`config.mk`:
```
export PLATFORM = sky130hd
export DESIGN_NAME = branch_predictor
export DESIGN_NICKNAME = d
export VERILOG_FILES = /design/src/rtl/branch_predictor.sv
export SDC_FILE = /design/constraint.sdc
export NUM_CORES = 1
export LEC_CHECK = 0
export BUFFER_PORTS_ARGS = -buffer_cell sky130_fd_sc_hd__buf_2
export CAP_MARGIN = 10
export CORE_MARGIN = 3
export CORE_UTILIZATION = 55
export DETAILED_ROUTE_END_ITERATION = 8
export PLACE_DENSITY_LB_ADDON = 0.15
export SETUP_SLACK_MARGIN = 0.02
export SYNTH_ARGS = -nofsm -noshare
export SYNTH_HDL_FRONTEND = slang
export SYNTH_SLANG_ARGS = --single-unit
```
`constraint.sdc`:
```
create_clock -name clk -period 5 [get_ports clk]
set_input_delay 0 -clock clk [delete_from_list [all_inputs] [get_ports clk]]
set_output_delay 0 -clock clk [all_outputs]
set_load 0.005 [all_outputs]
```
`src/rtl/branch_predictor.sv`:
```
// rtl/branch_predictor.sv - direct-mapped tagged 2-bit branch predictor (optional BP_BYPASS_EN forwarding)
module branch_predictor #(
    parameter int PC_WIDTH = 32,
    parameter int LINES    = 8
) (
    input  logic                clk,
    input  logic                rst_n,
    input  logic [PC_WIDTH-1:0] pc_guess,
    input  logic                is_br_guess,
    output logic                br_pred_taken,
    input  logic [PC_WIDTH-1:0] pc_check,
    input  logic                is_br_check,
    input  logic                br_taken_check,
    input  logic                clear
);

    localparam int IDX   = $clog2(LINES);
    localparam int TAG_W = PC_WIDTH - IDX - 2;

    logic             valid_q [LINES];
    logic [TAG_W-1:0] tag_q   [LINES];
    logic [1:0]       ctr_q   [LINES];

    logic [IDX-1:0]   idx_g;
    logic [IDX-1:0]   idx_c;
    logic [TAG_W-1:0] tag_g;
    logic [TAG_W-1:0] tag_c;
    logic             hit_g;
    logic             hit_c;
    logic [1:0]       upd_ctr;

    // Byte-offset bits never participate in index or tag.
    logic unused_pc_bits;
    assign unused_pc_bits = &{1'b0, pc_guess[1:0], pc_check[1:0]};

    assign idx_g = pc_guess[IDX+1:2];
    assign tag_g = pc_guess[PC_WIDTH-1:IDX+2];
    assign idx_c = pc_check[IDX+1:2];
    assign tag_c = pc_check[PC_WIDTH-1:IDX+2];

    assign hit_g = valid_q[idx_g] && (tag_q[idx_g] == tag_g);
    assign hit_c = valid_q[idx_c] && (tag_q[idx_c] == tag_c);

    // New counter for the resolved branch: saturating step on a hit, weak allocation on a miss.
    always_comb begin
        upd_ctr = ctr_q[idx_c];
        if (hit_c) begin
            if (br_taken_check) begin
                if (ctr_q[idx_c] != 2'b11) upd_ctr = ctr_q[idx_c] + 2'b01;
            end else begin
                if (ctr_q[idx_c] != 2'b00) upd_ctr = ctr_q[idx_c] - 2'b01;
            end
        end else begin
            upd_ctr = br_taken_check ? 2'b10 : 2'b01;
        end
    end

    // Lookup; with forwarding enabled a same-cycle update to the same line and tag is seen immediately.
    always_comb begin
        br_pred_taken = is_br_guess && hit_g && ctr_q[idx_g][1];
`ifdef BP_BYPASS_EN
        if (rst_n && is_br_check && !clear && (idx_c == idx_g) && (tag_c == tag_g)) begin
            br_pred_taken = is_br_guess && upd_ctr[1];
        end
`endif
    end

    // Table state: reset/clear invalidate everything, otherwise only the indexed line is written.
    always_ff @(posedge clk or negedge rst_n) begin
        if (!rst_n) begin
            for (int i = 0; i < LINES; i++) begin
                valid_q[i] <= 1'b0;
                tag_q[i]   <= '0;
                ctr_q[i]   <= 2'b01;
            end
        end else if (clear) begin
            for (int i = 0; i < LINES; i++) begin
                valid_q[i] <= 1'b0;
                ctr_q[i]   <= 2'b01;
            end
        end else if (is_br_check) begin
            valid_q[idx_c] <= 1'b1;
            tag_q[idx_c]   <= tag_c;
            ctr_q[idx_c]   <= upd_ctr;
        end
    end

endmodule

```
# Yosys cells after proc, flatten, opt, wreduce, memory -nomap -nowiden
# Index checks and enable logic that the tools add are counted.
# totals
ff_bits	240
word_cells	79
# op_classes
eq_ne	3
n_lt_le_gt_ge	3
n_bitwise	4
n_addsub	2
mux	35
reduce_logical	8
# ops
op	n
bitwise mux 216 bit	1
binary-select mux 27 bit (select 3 bit)	2
2-to-1 mux 27 bit	5
demux 27 bit (select 3 bit)	1
equality test 27 bit	2
2-to-1 mux 16 bit	2
2-to-1 mux 2 bit	10
bitwise mux 16 bit	1
2-to-1 mux 8 bit	2
binary-select mux 2 bit (select 3 bit)	2
greater-or-equal comparator 4 bit, second input constant	2
NOT 3 -> 4 bit	2
OR 8 bit	1
binary-select mux 1 bit (select 3 bit)	2
demux 2 bit (select 3 bit)	1
logical AND 1 bit	5
2-to-1 mux 1 bit	5
less-than comparator 4 x 1 -> 1 bit, second input constant	1
nonzero test 2 bit	2
demux 1 bit (select 3 bit)	1
adder 2 x 1 -> 2 bit, second input constant	1
!= test 2 bit, second input constant	1
AND reduction 2 bit	1
subtractor 2 x 1 -> 2 bit, second input constant	1
NOT 1 bit	1

# Logic depth before layout (Yosys ltp)
# depth
ltp_word	11
ltp_mapped	13
depth_no_buf	8

# Worst setup path before layout
# Ideal clock, no wire load.
# synth_path
kind	input to output
from	input port pc_guess[2]
to	output port br_pred_taken
required_ns	5.000
n_path_buf	3
cell_stages	8
arrival_time_ns	2.369
slack_ns	2.631
path_cell_list	buf_2 -> buf_2 -> buf_1 -> mux4_2 -> mux2i_1 -> xor2_1 -> nand4_1 -> nor4_1
# synth_between
elab_chain_cells	8
# synth_lines
element	line_no	rtl
from (decl)	8	input logic [PC_WIDTH-1:0] pc_guess,
NOT 3 -> 4 bit (implied by the code) (*)	41, 60	
binary-select mux 27 bit (select 3 bit)	41	assign hit_g = valid_q[idx_g] && (tag_q[idx_g] == tag_g);
2-to-1 mux 27 bit (implied by the code) (2 in a row)	41	
equality test 27 bit	41	
logical AND 1 bit	41	
logical AND 1 bit	60	br_pred_taken = is_br_guess && hit_g && ctr_q[idx_g][1];
logical AND 1 bit (*)	60	
to (decl)	10	output logic br_pred_taken,
# Mark *: on every way between the ends. The rest lies on a longest branch, timed or not. The select of a mux whose other input is x is not followed.

# Worst setup path after layout
# layout_path
from	input port pc_check[2]
to	register ctr_q[0] in the netlist's numbering
# layout_between
elab_chain_cells	11
# layout_lines
element	line_no	rtl
from (decl)	11	input logic [PC_WIDTH-1:0] pc_check,
NOT 3 -> 4 bit (implied by the code) (*)	n/a	
binary-select mux 2 bit (select 3 bit)	46, 49, 51	
2-to-1 mux 2 bit (implied by the code) (2 in a row)	46, 49, 51	
subtractor 2 x 1 -> 2 bit (tied with other cells)	51	if (ctr_q[idx_c] != 2'b00) upd_ctr = ctr_q[idx_c] - 2'b01;
2-to-1 mux 2 bit (on tied branches)	51, 49	
2-to-1 mux 2 bit	48	if (br_taken_check) begin
2-to-1 mux 2 bit	47	if (hit_c) begin
bitwise mux 16 bit (*)	84	ctr_q[idx_c] <= upd_ctr;
2-to-1 mux 16 bit (*)	81	end else if (is_br_check) begin
2-to-1 mux 16 bit (*)	76	end else if (clear) begin
to (signal, indexed assignment)	84	
to (decl)	22	logic [1:0] ctr_q [LINES];
# Marks and branches as above.
# A chain may end at the register's enable or synchronous reset.

==> flow_metrics.tcl <==
set metrics [dict create \
    grt_start_max_net_pins 143 \
    drt-initial-drc-count 758 \
    cts_buffers 27 \
    final_cell_mix "mux2_2 (256), dfrtp_1 (232), mux4_2 (82), buf_2 (63), nor2_1 (56)" \
    floorplan.io_pins 71 \
    initial_core_util_pct 56.91 \
    dieArea_mm2 0.02657 \
    final_common_cell "mux2_2" \
    placed_area_mm2 0.01403 \
    drv_slew 0 \
    rows 56 \
    power_density_mw_per_mm2 402.8 \
    maxSlewHeadroom_pct 20.91 \
    vias 8991 \
    worst_pin_slew_ns 1.183 \
    core_mm2 0.02382 \
    clock-root-buffer "clkbuf_16" \
    drc_errors 0 \
    holdWs_ns 0.09677 \
    critical_path_class "primary input to register" \
    p_total_mw 6.152 \
    max_freq_mhz 292.0 \
    register_area_mm2 0.006016 \
    status "finished clean" \
    grt_pass1_wl_mm 54.46 \
    antenna_left 0 \
    area_delta_synth_final_pct 12.65 \
    final_area_mm2 0.01527 \
    fp.dieW_um 163.0 \
    utilization_pct 64.11 \
    irDropWorstVdd_mv 0.2876 \
    ys_seq_elements 240 \
    crit_required_ns 5.45 \
    grt_pass1_vias 9293 \
    min_period_over_period_pct 68.49 \
    port-buffer-count 66 \
    gp_congestion 0.8197 \
    dpl.hpwl_mm 20.47 \
    setup_viol 0 \
    chipHeight_um 163.0 \
    htreeDepth 1 \
    synth_cell_types 46 \
    placed_cells 1324 \
    hold_path.class "primary input to asynchronous set/reset pin" \
    cts-hold-fix-buffers 30 \
    vias_per_cell 6.404 \
    postCtsSetupRepairBufs 0 \
    drive_above_1_share_pct 45.62 \
    synth_top_area_cell "dfrtp_1" \
    synth_top_area_share_pct 42.82 \
    drtPass1Iterations 5 \
    syn-instance-count 1017 \
    stdcell_count 1404 \
    wl_per_cell_um 24.57 \
    clk_pin_slew_ns 0.06 \
    antenna_found_initial 1 \
    synth_warnings 0 \
    path_max_fanout 25 \
    wl_mm 34.50 \
    final_hold_viol_count 0 \
    arrival_ns 3.87 \
    fill_cells 1808 \
    min_period_ns 3.425 \
    fin_ws_ns 1.575 \
    final_nets 1134 \
    finalSetupTns_ns 0 \
    yosysSeqAreaShare_pct 44.37 \
    syn_nets 1087 \
    clk_latency_ns 0.54 \
    diodes 0 \
    synth.avg_cell_area_um2 13.33 \
    multiInputGateArea_mm2 0.007119 \
    maxCapViolCount 0 \
    clock_path_buffers 3 \
    cts_sinks 240 \
    place_ws_ns 1.125 \
    cts_tree "built" \
    clock_skew_ns 0.01424 \
    rsz0062_at_grt "no" \
    start_kind "primary input" \
    cp-end-kind "register" \
    overflow 0 \
    postCtsResizedCells 0 \
    synth.cell_area_mm2 0.01356 \
    synth.area.top_cells "dfrtp_1 (43%), mux2_2 (21%), mux4_2 (14%)" \
    leakagePower_nw 6.339 \
    track_usage_pct 26.54 \
]
-- flip-flops by register name, indices dropped and copies added, names as in the netlist --
register,cells
ctr_q,16
valid_q,8
tag_q,216
-- kinds of logic (layout without fill, tap and decap cells) --
| group | count (synthesis) | count (layout) | share of synthesized area, % |
|---|---|---|---|
| mux | 393 | 393 | 39.78 |
| flops | 240 | 240 | 44.37 |
| simple gates | 171 | 171 | 6.026 |
| buf+inv | 95 | 163 | 3.414 |
| compound gates | 85 | 85 | 4.273 |
| xor+xnor | 33 | 33 | 2.132 |
-- final timing paths --
check | startpoint | endpoint | slack [ns] | depth (start not counted)
hold / removal | rst_n | tag_q[163] | 0.1 | 2
setup reg to reg | tag_q[127] | ctr_q[0] | 1.70 | 8
hold reg to reg | tag_q[120] | tag_q[120] | 0.52 | 1
min in group clk | br_taken_check | ctr_q[7] | 0.16 | 5
max in group asynchronous | rst_n | tag_q[123] | 3.67 | 3
setup / recovery | pc_check[2] | ctr_q[0] | 1.58 | 10
-- final cells by class --
type | instances | share of cell area [%]
clock buffer | 32 | 4.678
inverter | 1 | 0.02458
sequential | 240 | 39.39
timing repair buffer | 112 | 5.177
multi-input combinational | 682 | 46.61
clock inverter | 18 | 1.507
tap | 319 | 2.613
-- metal layers --
layer,wire length (um),part of all wire (%),global-route usage [%]
met5,15,0.043,0
met3,1655,4.8,3.739
met4,911,2.6,7.382
met1,15060,44,38.05
met2,16860,49,42.91
-- cell usage after synthesis (all sizes together) --
library cell and number:
a31oi 8, o311a 1, or3 20, or2 1, o31ai 8, nor3 9
nand3 12, nor2 60, clkbuf 34, mux4 89, buf 60, and4 1
o211ai 1, o221ai 1, o21ai 26, a21oi 11, inv 1, a2111oi 1
nand2 33, mux2i 48, a311o 1, mux2 256, nor4 6, xor2 23
o311ai 1, nand2b 7, a221oi 1, a22oi 3, a22o 1, xnor2 10
and2 2, dfrtp 232, dfstp 8, nand3b 2, nor3b 1, o22ai 21
nor2b 3, nand4 14
-- where the power goes --
part / switching [mW] / internal, mW
Clock: 0.834 / 1.28
Combinational: 0.540 / 0.828
Sequential: 0.308 / 2.36
Total: 1.68 / 4.47
-- critical path: stages --
cell     delay, ns
buf_2         0.72
buf_12        0.27
mux4_1        0.56
nor2_1        0.16
or3_1         0.14
nand4_1       0.12
nor4_1        0.52
and4_1        0.74
o311a_2       0.48
o31ai_2       0.12
Note: power is estimated with default switching activity, not from simulation.
